**config.mk**
```make
export PLATFORM = sky130hd
export DESIGN_NAME = bitblaster_core
export DESIGN_NICKNAME = d
export VERILOG_FILES = /design/src/rtl/bitblaster_pkg.sv /design/src/rtl/bitblaster_alu.sv /design/src/rtl/bitblaster_core.sv
export SDC_FILE = /design/constraint.sdc
export NUM_CORES = 1
export LEC_CHECK = 0
export CORE_MARGIN = 4
export CORE_UTILIZATION = 58
export CTS_CLUSTER_SIZE = 14
export DETAILED_ROUTE_END_ITERATION = 10
export DONT_BUFFER_PORTS = 1
export PLACE_DENSITY = 0.74
export RECOVER_POWER = 25
export SYNTH_ARGS = -nofsm -noshare
export SYNTH_HDL_FRONTEND = slang
export SYNTH_SLANG_ARGS = --single-unit
```
**constraint.sdc**
```tcl
create_clock -name CLKb -period 5.9 [get_ports CLKb]
set_input_delay 1.18 -clock CLKb [delete_from_list [all_inputs] [get_ports CLKb]]
set_output_delay 1.18 -clock CLKb [all_outputs]
set_load 0.005 [all_outputs]
```
**src/rtl/bitblaster_pkg.sv**
```systemverilog
// Shared types for the Bitblaster core: opcode/class/timestep
// enums, the instruction word layout and decode helpers.
package bitblaster_pkg;

    localparam int INST_W = 10;
    localparam int IMM_W  = 6;

    typedef enum logic [3:0] {
        FN_LD  = 4'b0000,
        FN_CP  = 4'b0001,
        FN_ADD = 4'b0010,
        FN_SUB = 4'b0011,
        FN_INV = 4'b0100,
        FN_FLP = 4'b0101,
        FN_AND = 4'b0110,
        FN_OR  = 4'b0111,
        FN_XOR = 4'b1000,
        FN_LSL = 4'b1001,
        FN_LSR = 4'b1010,
        FN_ASR = 4'b1011,
        FN_LDR = 4'b1100,
        FN_STR = 4'b1101,
        FN_IL0 = 4'b1110,
        FN_IL1 = 4'b1111
    } fn_e;

    typedef enum logic [1:0] {
        CL_REG  = 2'b00,
        CL_ILL  = 2'b01,
        CL_ADDI = 2'b10,
        CL_SUBI = 2'b11
    } cls_e;

    typedef enum logic [1:0] {
        T0 = 2'd0,
        T1 = 2'd1,
        T2 = 2'd2,
        T3 = 2'd3
    } ts_e;

    // Immediate forms reuse the ry/fn bits as a 6-bit literal.
    typedef struct packed {
        cls_e       cls;
        logic [1:0] rx;
        logic [1:0] ry;
        fn_e        fn;
    } inst_t;

    function automatic logic is_illegal(input inst_t i);
        return (i.cls == CL_ILL) ||
               ((i.cls == CL_REG) && (i.fn inside {FN_IL0, FN_IL1}));
    endfunction

endpackage

```
**src/rtl/bitblaster_alu.sv**
```systemverilog
// A/G staged ALU: A holds the first operand, G captures the
// function result for write-back on the following step.
import bitblaster_pkg::*;

module bitblaster_alu #(
    parameter int DATA_W = 10
) (
    input  logic              clk,
    input  logic              reset,
    input  logic              a_in,
    input  logic              g_in,
    input  fn_e               fn,
    input  logic [DATA_W-1:0] bus,
    input  logic [DATA_W-1:0] opnd,
    output logic [DATA_W-1:0] g
);

    localparam logic [DATA_W-1:0] W_LIM = DATA_W'(DATA_W);

    logic [DATA_W-1:0] a_q;
    logic [DATA_W-1:0] g_q;
    logic [DATA_W-1:0] res;
    logic              big;

    assign big = (opnd >= W_LIM);

    always_comb begin
        res = '0;
        case (fn)
            FN_ADD: res = a_q + opnd;
            FN_SUB: res = a_q - opnd;
            FN_INV: res = '0 - opnd;
            FN_FLP: res = ~opnd;
            FN_AND: res = a_q & opnd;
            FN_OR:  res = a_q | opnd;
            FN_XOR: res = a_q ^ opnd;
            FN_LSL: res = big ? '0 : (a_q << opnd);
            FN_LSR: res = big ? '0 : (a_q >> opnd);
            // Oversized arithmetic shifts saturate to the sign fill.
            FN_ASR: res = big ? {DATA_W{a_q[DATA_W-1]}}
                              : ($signed(a_q) >>> opnd);
            default: res = '0;
        endcase
    end

    always_ff @(negedge clk) begin
        if (reset) begin
            a_q <= '0;
            g_q <= '0;
        end else begin
            if (a_in) a_q <= bus;
            if (g_in) g_q <= res;
        end
    end

    assign g = g_q;

endmodule

```
**src/rtl/bitblaster_core.sv**
```systemverilog
// Bitblaster core: T0..T3 sequencer, instruction register,
// register file and RAM master port around the A/G ALU.
import bitblaster_pkg::*;

module bitblaster_core #(
    parameter int DATA_W = 10,
    parameter int NREGS  = 4,
    parameter int ADDR_W = 10
) (
    input  logic              CLKb,
    input  logic              reset,
    input  logic [9:0]        inst,
    input  logic              inst_valid,
    output logic              inst_ready,
    input  logic [DATA_W-1:0] ext_data,
    output logic [ADDR_W-1:0] mem_addr,
    output logic              mem_rd,
    output logic              mem_we,
    output logic [DATA_W-1:0] mem_wdata,
    input  logic [DATA_W-1:0] mem_rdata,
    input  logic [1:0]        dbg_addr,
    output logic [DATA_W-1:0] dbg_data,
    output logic [1:0]        timestep,
    output logic              done,
    output logic              err
);

    if (NREGS != 4) begin : g_nregs_chk
        $error("bitblaster_core: NREGS must be 4");
    end
    if (DATA_W < 10 || DATA_W > 32) begin : g_dw_chk
        $error("bitblaster_core: DATA_W must be 10..32");
    end
    if (ADDR_W > DATA_W) begin : g_aw_chk
        $error("bitblaster_core: ADDR_W must not exceed DATA_W");
    end

    ts_e               ts_q;
    ts_e               ts_d;
    inst_t             ir_q;
    logic [DATA_W-1:0] regs_q [NREGS];

    logic              ir_ld;
    logic              reg_we;
    logic [DATA_W-1:0] reg_wdata;
    logic              a_in;
    logic              g_in;
    logic [DATA_W-1:0] rx_val;
    logic [DATA_W-1:0] ry_val;
    logic [DATA_W-1:0] imm_val;
    logic [DATA_W-1:0] alu_opnd;
    logic [DATA_W-1:0] g_val;
    fn_e               alu_fn;

    logic is_imm;
    logic op_ill;
    logic op_ld;
    logic op_cp;
    logic op_un;
    logic op_ldr;
    logic op_str;
    logic op_alu;

    assign rx_val  = regs_q[ir_q.rx];
    assign ry_val  = regs_q[ir_q.ry];
    assign imm_val = DATA_W'(ir_q[IMM_W-1:0]);

    assign is_imm = ir_q.cls inside {CL_ADDI, CL_SUBI};
    assign op_ill = is_illegal(ir_q);
    assign op_ld  = (ir_q.cls == CL_REG) && (ir_q.fn == FN_LD);
    assign op_cp  = (ir_q.cls == CL_REG) && (ir_q.fn == FN_CP);
    assign op_un  = (ir_q.cls == CL_REG) &&
                    (ir_q.fn inside {FN_INV, FN_FLP});
    assign op_ldr = (ir_q.cls == CL_REG) && (ir_q.fn == FN_LDR);
    assign op_str = (ir_q.cls == CL_REG) && (ir_q.fn == FN_STR);
    assign op_alu = is_imm || ((ir_q.cls == CL_REG) &&
                    (ir_q.fn inside {FN_ADD, FN_SUB, FN_AND, FN_OR,
                                     FN_XOR, FN_LSL, FN_LSR, FN_ASR}));

    assign alu_fn   = !is_imm ? ir_q.fn :
                      (ir_q.cls == CL_ADDI) ? FN_ADD : FN_SUB;
    assign alu_opnd = is_imm ? imm_val : ry_val;

    always_comb begin
        ts_d       = ts_q;
        inst_ready = 1'b0;
        ir_ld      = 1'b0;
        reg_we     = 1'b0;
        reg_wdata  = '0;
        a_in       = 1'b0;
        g_in       = 1'b0;
        done       = 1'b0;
        err        = 1'b0;
        mem_rd     = 1'b0;
        mem_we     = 1'b0;
        mem_addr   = '0;
        mem_wdata  = '0;
        unique case (ts_q)
            T0: begin
                inst_ready = 1'b1;
                if (inst_valid) begin
                    ir_ld = 1'b1;
                    ts_d  = T1;
                end
            end
            T1: begin
                ts_d = T0;
                unique case (1'b1)
                    op_ill: err = 1'b1;
                    op_ld: begin
                        reg_we    = 1'b1;
                        reg_wdata = ext_data;
                        done      = 1'b1;
                    end
                    op_cp: begin
                        reg_we    = 1'b1;
                        reg_wdata = ry_val;
                        done      = 1'b1;
                    end
                    op_un: begin
                        g_in = 1'b1;
                        ts_d = T2;
                    end
                    op_alu: begin
                        a_in = 1'b1;
                        ts_d = T2;
                    end
                    op_ldr: begin
                        mem_rd   = 1'b1;
                        mem_addr = ry_val[ADDR_W-1:0];
                        ts_d     = T2;
                    end
                    op_str: begin
                        mem_we    = 1'b1;
                        mem_addr  = ry_val[ADDR_W-1:0];
                        mem_wdata = rx_val;
                        done      = 1'b1;
                    end
                    default: ts_d = T0;
                endcase
            end
            T2: begin
                ts_d = T0;
                unique case (1'b1)
                    op_un: begin
                        reg_we    = 1'b1;
                        reg_wdata = g_val;
                        done      = 1'b1;
                    end
                    op_alu: begin
                        g_in = 1'b1;
                        ts_d = T3;
                    end
                    op_ldr: begin
                        reg_we    = 1'b1;
                        reg_wdata = mem_rdata;
                        done      = 1'b1;
                    end
                    default: ts_d = T0;
                endcase
            end
            T3: begin
                reg_we    = 1'b1;
                reg_wdata = g_val;
                done      = 1'b1;
                ts_d      = T0;
            end
        endcase
        // A reset edge must not let a pending store reach the RAM.
        if (reset) begin
            mem_we = 1'b0;
            mem_rd = 1'b0;
            done   = 1'b0;
            err    = 1'b0;
        end
    end

    always_ff @(negedge CLKb) begin
        if (reset) begin
            ts_q <= T0;
            ir_q <= '0;
            for (int i = 0; i < NREGS; i++) regs_q[i] <= '0;
        end else begin
            ts_q <= ts_d;
            if (ir_ld)  ir_q <= inst_t'(inst);
            if (reg_we) regs_q[ir_q.rx] <= reg_wdata;
        end
    end

    bitblaster_alu #(
        .DATA_W(DATA_W)
    ) u_alu (
        .clk  (CLKb),
        .reset(reset),
        .a_in (a_in),
        .g_in (g_in),
        .fn   (alu_fn),
        .bus  (rx_val),
        .opnd (alu_opnd),
        .g    (g_val)
    );

    assign dbg_data = regs_q[dbg_addr];
    assign timestep = ts_q;

endmodule
```
==> qor.yml, run 1 <==
hold_violations: 0
relSlewSlack_pct: 3.32
final_layout_size_suffix_gt1_share_pct: 17.2
cts-hold-fix-buffers: 0
numPlacedInstances: 833
hold_path.class: "reg2reg"
cts_made_buffers: 9
vdd_drop_max_mv: 0.247
status: "finished with violations"
maxCapViolations: 0
placed_area_sq_mm: 0.00658
core.rowCount: 38
crit_buf_inv: 0
track_usage_pct: 35.1
rr_startpoint: "ir_q[9]"
ys_warn_count: 0
critPathSlowestCell: "nor4_2"
multi_input_area_sq_mm: 0.00423
wirelength_um: 22600
final-seq-area_sq_mm: 0.00194
ys_ff_latch: 76
synth_top_area_share_pct: 18.8
synth_area_leaders: "edfxtp_1, dfxtp_1, mux4_2"
io_pins: 72
arrival_ps: 4720
power_leakage_nw: 2.90
dr_total_vias: 6554
ys.flop_type: "edfxtp_1"
initialDrtViolationCount: 875
finalMaxSlewViolations: 0
area_growth_pct: 13.2
grt_pass1_vias: 6394
grt_max_degree: 31
diodes: 0
routabilityCongestion: 1.05
final_area_sq_mm: 0.00721
rr_worst_depth: 16
reg2reg_slack_ps: 1420
cp_top_family: "simple AND/OR/NAND/NOR gates"
slowest_delay_ps: 430
final_cells: 930
syn_area_per_cell_sq_um: 8.94
regToRegEndpoint: "u_alu.g[6]"
syn_inst: 713
synth-async-reset-ratio_pct: 0
ys_seq_area_share_pct: 30.2
worst-path-max-fanout: 6
finClkSkew_ps: 39.2
clock_latency_ps: 430
start_kind: "register"
initial_utilization_pct: 59.1
violations: "DRC, setup timing"
powerDensity_mw_per_mm2: 233
detailed_place_hpwl_um: 16200
root_buffer: "clkbuf_8"
cp-end-kind: "output port"
nNetsFinal: 855
setup_slack_ps: -1.70
critPathKind: "reg2out"
setup_viol: 1
whs_ps: 481
antenna_found_initial: 0
cts_tree: "done"
power.total_mw: 1.68
cp.required_ps: 4720
ys_types: 76
post_drt_wl_per_cell_um: 24.3
coreArea_sq_mm: 0.0108
cts_buffer_depth: 2
clkSinkCount: 76
grt_pass1_wl_um: 35100
grt-ovfl-total: 0
critical_path.cell_chain: "nor4_2 > o21a_1 > nor3_2 > a211oi_2"
whs_path_depth: 2
syn_nets: 783
num-fill-cells: 828
htree_levels: 3
fp.dieArea_sq_mm: 0.0127
drc: 1
die_h_um: 113
synth_top_area_cell: "edfxtp_1"
postRouteAntennaNets: 0
drt_first_pass_iters: 9
hp-start: "imm_val[4]"
numPortBuffers: 0
synth_edf_count: 40
rsz0062_at_grt: "true"
worstMarginPinSlew_ps: 1440
routed_via_density: 7.05
path_clk_slew_ps: 40
die_x_um: 113
syn-cell-area_sq_mm: 0.00637
==> cells in the mapped netlist, drive strengths merged (8+ instances only) <==
library cell  number
o211ai            11
a31oi             12
and3              12
clkbuf            38
ha                33
mux2i             17
mux4              28
nand2             67
a222oi            10
nor2              87
xnor2              8
nor3              16
buf               12
nor4               8
dfxtp             36
a211oi             9
and2              24
mux2              15
o21ai             36
a221oi             8
a21oi             34
nand3             15
inv               30
or3               10
edfxtp            40
==> stage by stage <==
stage,worst slack (ps),util [%],TNS (ps)
floorplan,21.2,-,0
global placement,293,61.0,0
detailed placement,238,61.0,0
CTS,-8.77,66.3,-35.2
global route,-68.7,66.8,-253
finish,-1.70,66.8,-1.70
==> sequential cells by signal (all words and copies together), names as in the netlist, named ones only <==
| name | cells |
|---|---|
| timestep | 2 |
| u_alu.g | 10 |
| ir_q | 4 |
| regs_q | 40 |
| imm_val | 6 |
| u_alu.a_q | 10 |
==> per-layer routing <==
layer | wire length (um) | global-route usage [%] | up-vias
met1 | 8230 | 43.2 | 3158
met2 | 11100 | 58.3 | 475
met3 | 2440 | 9.14 | 89
li1 | - | - | 2832
met5 | 0 | 0 | -
met4 | 866 | 15.1 | 0
==> how the worst max path moves through the flow <==
stage	endpoint	from	depth (start not counted)
floorplan	regs_q[1][0]	reset	5
global placement	done	imm_val[2]	5
detailed placement	mem_wdata[7]	imm_val[2]	4
CTS	mem_wdata[7]	timestep[1]	7
global route	done	ir_q[9]	5
finish	done	ir_q[8]	4
==> repair_timing <==
| action | in CTS | in global routing |
|---|---|---|
| pin swaps | 2 | 3 |
| setup endpoints to repair | 22 | 22 |
| gates resized for setup | 34 | 12 |
| cloned | 1 | 0 |
| buffers inserted | 3 | 2 |
==> cells in the final DEF, fill, tap and decap left out, types with 28 or more instances in the layout <==
cell type / synthesis / final
a21oi_1: 34 / 34
buf_4: 0 / 29
dfxtp_1: 36 / 29
edfxtp_1: 40 / 40
ha_1: 33 / 32
inv_1: 27 / 102
mux4_2: 24 / 28
nand2_1: 67 / 62
nor2_1: 87 / 87
o21ai_0: 35 / 35
==> layout make-up <==
class,instances,share of cell area (%)
multi-input cells,557,58.7
flip-flops and latches,76,26.9
clock inverters,83,4.77
clock buffers,9,1.72
well taps,140,2.43
inverters,29,1.54
repair buffers,36,4.01
==> report_power, final <==
part           leakage, nW  switching, mW  total [mW]  internal, mW
clock                0.504          0.375       0.604         0.228
sequential           0.710         0.0331       0.614         0.581
combinational         1.69          0.282       0.460         0.178
==> worst min-delay path, stage by stage (launching register included) <==
cell and delay [ps]:
dfxtp_1 310, nand2_1 50, a21oi_1 70
==> cell families after synthesis <==
kind of cell	count (synthesis)	synth area share [%]
multiplexers	60	15.6
adder cells (fa/ha/maj)	35	7.11
AND/OR/NAND/NOR	266	20.3
XOR/XNOR	14	1.92
flip-flops	76	30.2
AO/OA/AOI/OAI	182	19.8
buffers and inverters	80	5.10
No activity file was read; power rests on OpenSTA's default activity.
==> run 2, diff against run 1 <==
--- a/config.mk
+++ b/config.mk
@@ -5,13 +5,14 @@
 export SDC_FILE = /design/constraint.sdc
 export NUM_CORES = 1
 export LEC_CHECK = 0
+export CELL_PAD_IN_SITES_DETAIL_PLACEMENT = 1
+export CELL_PAD_IN_SITES_GLOBAL_PLACEMENT = 2
 export CORE_MARGIN = 4
-export CORE_UTILIZATION = 58
+export CORE_UTILIZATION = 43
 export CTS_CLUSTER_SIZE = 14
 export DETAILED_ROUTE_END_ITERATION = 10
 export DONT_BUFFER_PORTS = 1
-export PLACE_DENSITY = 0.74
-export RECOVER_POWER = 25
+export PLACE_DENSITY_LB_ADDON = 0.1
 export SYNTH_ARGS = -nofsm -noshare
 export SYNTH_HDL_FRONTEND = slang
 export SYNTH_SLANG_ARGS = --single-unit
==> qor.yml, run 2 (synthesis results as in run 1) <==
drc: 0  # was 1
grt-ovfl-total: 0  # unchanged
dr_total_vias: 6379  # was 6554
use_met2_pct: 52.0  # was 58.3%
finalMaxSlewViolations: 0  # unchanged
initialDrtViolationCount: 536  # was 875
clock_latency_ps: 440  # was 430 ps
worstMarginPinSlew_ps: 1180  # was 1440 ps
coreArea_sq_mm: 0.0145  # was 0.0108 sq mm
cts_buffer_depth: 2  # unchanged
grtUsageMet3_pct: 8.51  # was 9.14%
regMostFlops: "regs_q"  # unchanged
die_h_um: 130  # was 113 um
antenna_found_initial: 0  # unchanged
detailed_place_hpwl_um: 18400  # was 16200 um
whs_ps: 526  # was 481 ps
cp-end-kind: "output port"  # unchanged
p_int_mw: 1.13  # was 0.988 mW
power_leakage_nw: 3.02  # was 2.90 nW
clkPwrFrac_pct: 41.9  # was 36.0%
setup_tns_ps: -13.4  # was -1.70 ps
finClkSkew_ps: 43.8  # was 39.2 ps
nNetsFinal: 863  # was 855
status: "finished with violations"  # unchanged
htree_levels: 3  # unchanged
relSlewSlack_pct: 21.0  # was 3.32%
worst-path-max-fanout: 6  # unchanged
grt_pass1_vias: 6971  # was 6394
vdd_drop_max_mv: 0.190  # was 0.247 mV
p_seq_share_pct: 32.9  # was 36.6%
arrival_ps: 4730  # was 4720 ps
netSwitchingFraction_pct: 39.9  # was 41.1%
final_common_cell: "inv_1"  # unchanged
fp.dieArea_sq_mm: 0.0168  # was 0.0127 sq mm
root_buffer: "clkbuf_16"  # was clkbuf_8
powerDensity_mw_per_mm2: 250  # was 233 mW/mm^2
drt_first_pass_iters: 5  # was 9
final_cells: 982  # was 930
numPlacedInstances: 881  # was 833
cts_made_buffers: 9  # unchanged
post_drt_wl_per_cell_um: 26.1  # was 24.3 um
met1_usage_pct: 37.7  # was 43.2%
largest_reg_flops: 40  # unchanged
grt-busiest-layer: "met2"  # unchanged
power.total_mw: 1.87  # was 1.68 mW
clkSinkCount: 76  # unchanged
cts_tree: "done"  # unchanged
grt_pass1_wl_um: 39900  # was 35100 um
io_pins: 72  # unchanged
initial_utilization_pct: 43.9  # was 59.1%
mostFrequentLayoutCells: "inv_1, nor2_1, nand2_1, edfxtp_1, o21ai_0"  # unchanged
hold_path.class: "reg2reg"  # unchanged
p_switching_mw: 0.746  # was 0.690 mW
path_clk_slew_ps: 60  # was 40 ps
die_x_um: 130  # was 113 um
routabilityCongestion: 0.924  # was 1.05
final_layout_size_suffix_gt1_share_pct: 19.2  # was 17.2%
critPathKind: "reg2out"  # unchanged
violations: "setup timing"  # was DRC, setup timing
core.rowCount: 44  # was 38
track_usage_pct: 31.1  # was 35.1%
diodes: 0  # unchanged
start_kind: "register"  # unchanged
area_growth_pct: 17.4  # was 13.2%
setup_viol: 1  # unchanged
numPortBuffers: 0  # unchanged
maxCapViolations: 0  # unchanged
cp.required_ps: 4720  # about the same
rsz0062_at_grt: "true"  # unchanged
hold_violations: 0  # unchanged
wirelength_um: 25600  # was 22600 um
postRouteAntennaNets: 0  # unchanged
routed_via_density: 6.50  # was 7.05
combPwrFrac_pct: 25.2  # was 27.4%
setup_slack_ps: -13.4  # was -1.70 ps
grt_max_degree: 31  # unchanged
==> run 2: cell types whose count changed in the layout (fill, tap and decap cells not counted), moves of 2 or more <==
cell,before,now
mux4_2,28,26
clkbuf_1,2,0
buf_6,3,6
buf_4,29,34
clkinv_4,2,0
dfxtp_4,3,5
clkbuf_16,0,9
and2_4,1,9
clkbuf_8,9,0
mux4_1,0,2
and2_1,21,14
==> run 2: per-stage QoR <==
stage | setup slack, ps | util, % | cell area, sq um
after floorplan | 21.2 | - | 6380
after global placement | 281 | 45.9 | 6660
after detailed placement | 184 | 45.9 | 6660
after CTS | -69.7 | 51.3 | 7460
after global routing | -73.5 | 51.5 | 7480
final | -13.4 | 51.5 | 7480
==> run 2: power groups by stage <==
stage                     clock network, mW  logic (mW)  registers [mW]
after floorplan                      0.0783       0.327           0.602
after global placement               0.0783       0.434           0.617
after detailed placement             0.0783       0.443           0.620
after CTS                             0.797       0.460           0.615
after global routing                  0.879       0.509           0.617
final                                 0.785       0.471           0.616
==> run 2: final cells by class <==
type | instances | area (sq um)
clock inverters | 83 | 342
multi-input cells | 557 | 4250
clock buffers | 9 | 225
well taps | 184 | 230
flip-flops and latches | 76 | 1940
fillers | 1735 | 7050
inverters | 29 | 111
repair buffers | 44 | 378
==> run 2: repair_timing <==
action,4_1_cts,5_1_grt
hold buffers,0,0
pin swaps,4,4
setup endpoints to repair,22,22
setup buffers,6,2
gates cloned,3,0
resized for setup,44,15
==> run 2: path summary, 6_finish.rpt <==
kind	start	to	slack (ps)	depth (start not counted)
max	imm_val[1]	done	-10	4
min	ir_q[9]	ir_q[9]	530	2
max reg2reg	ir_q[9]	u_alu.g[6]	1650	16
min reg2reg	ir_q[9]	ir_q[9]	530	2
==> run 2: worst max-delay path, cell delays in order, from the launching register on <==
cell      delay (ps)
dfxtp_4          360
or2_2            350
nor4_4           300
nor3_2           110
a211oi_2         230
==> run 2: routing by layer <==
layer / part of all wire [%] / wire (um)
met4: 3.9 / 998
met2: 49 / 12500
met5: 0 / 0
met1: 40 / 10300
met3: 6.7 / 1710
==> run 3, diff against run 2 <==
--- a/config.mk
+++ b/config.mk
@@ -5,6 +5,7 @@
 export SDC_FILE = /design/constraint.sdc
 export NUM_CORES = 1
 export LEC_CHECK = 0
+export CAP_MARGIN = 20
 export CELL_PAD_IN_SITES_DETAIL_PLACEMENT = 1
 export CELL_PAD_IN_SITES_GLOBAL_PLACEMENT = 2
 export CORE_MARGIN = 4
==> results of run 3 <==
Same layout as run 2: the final DEF is identical, and so are final timing and power.
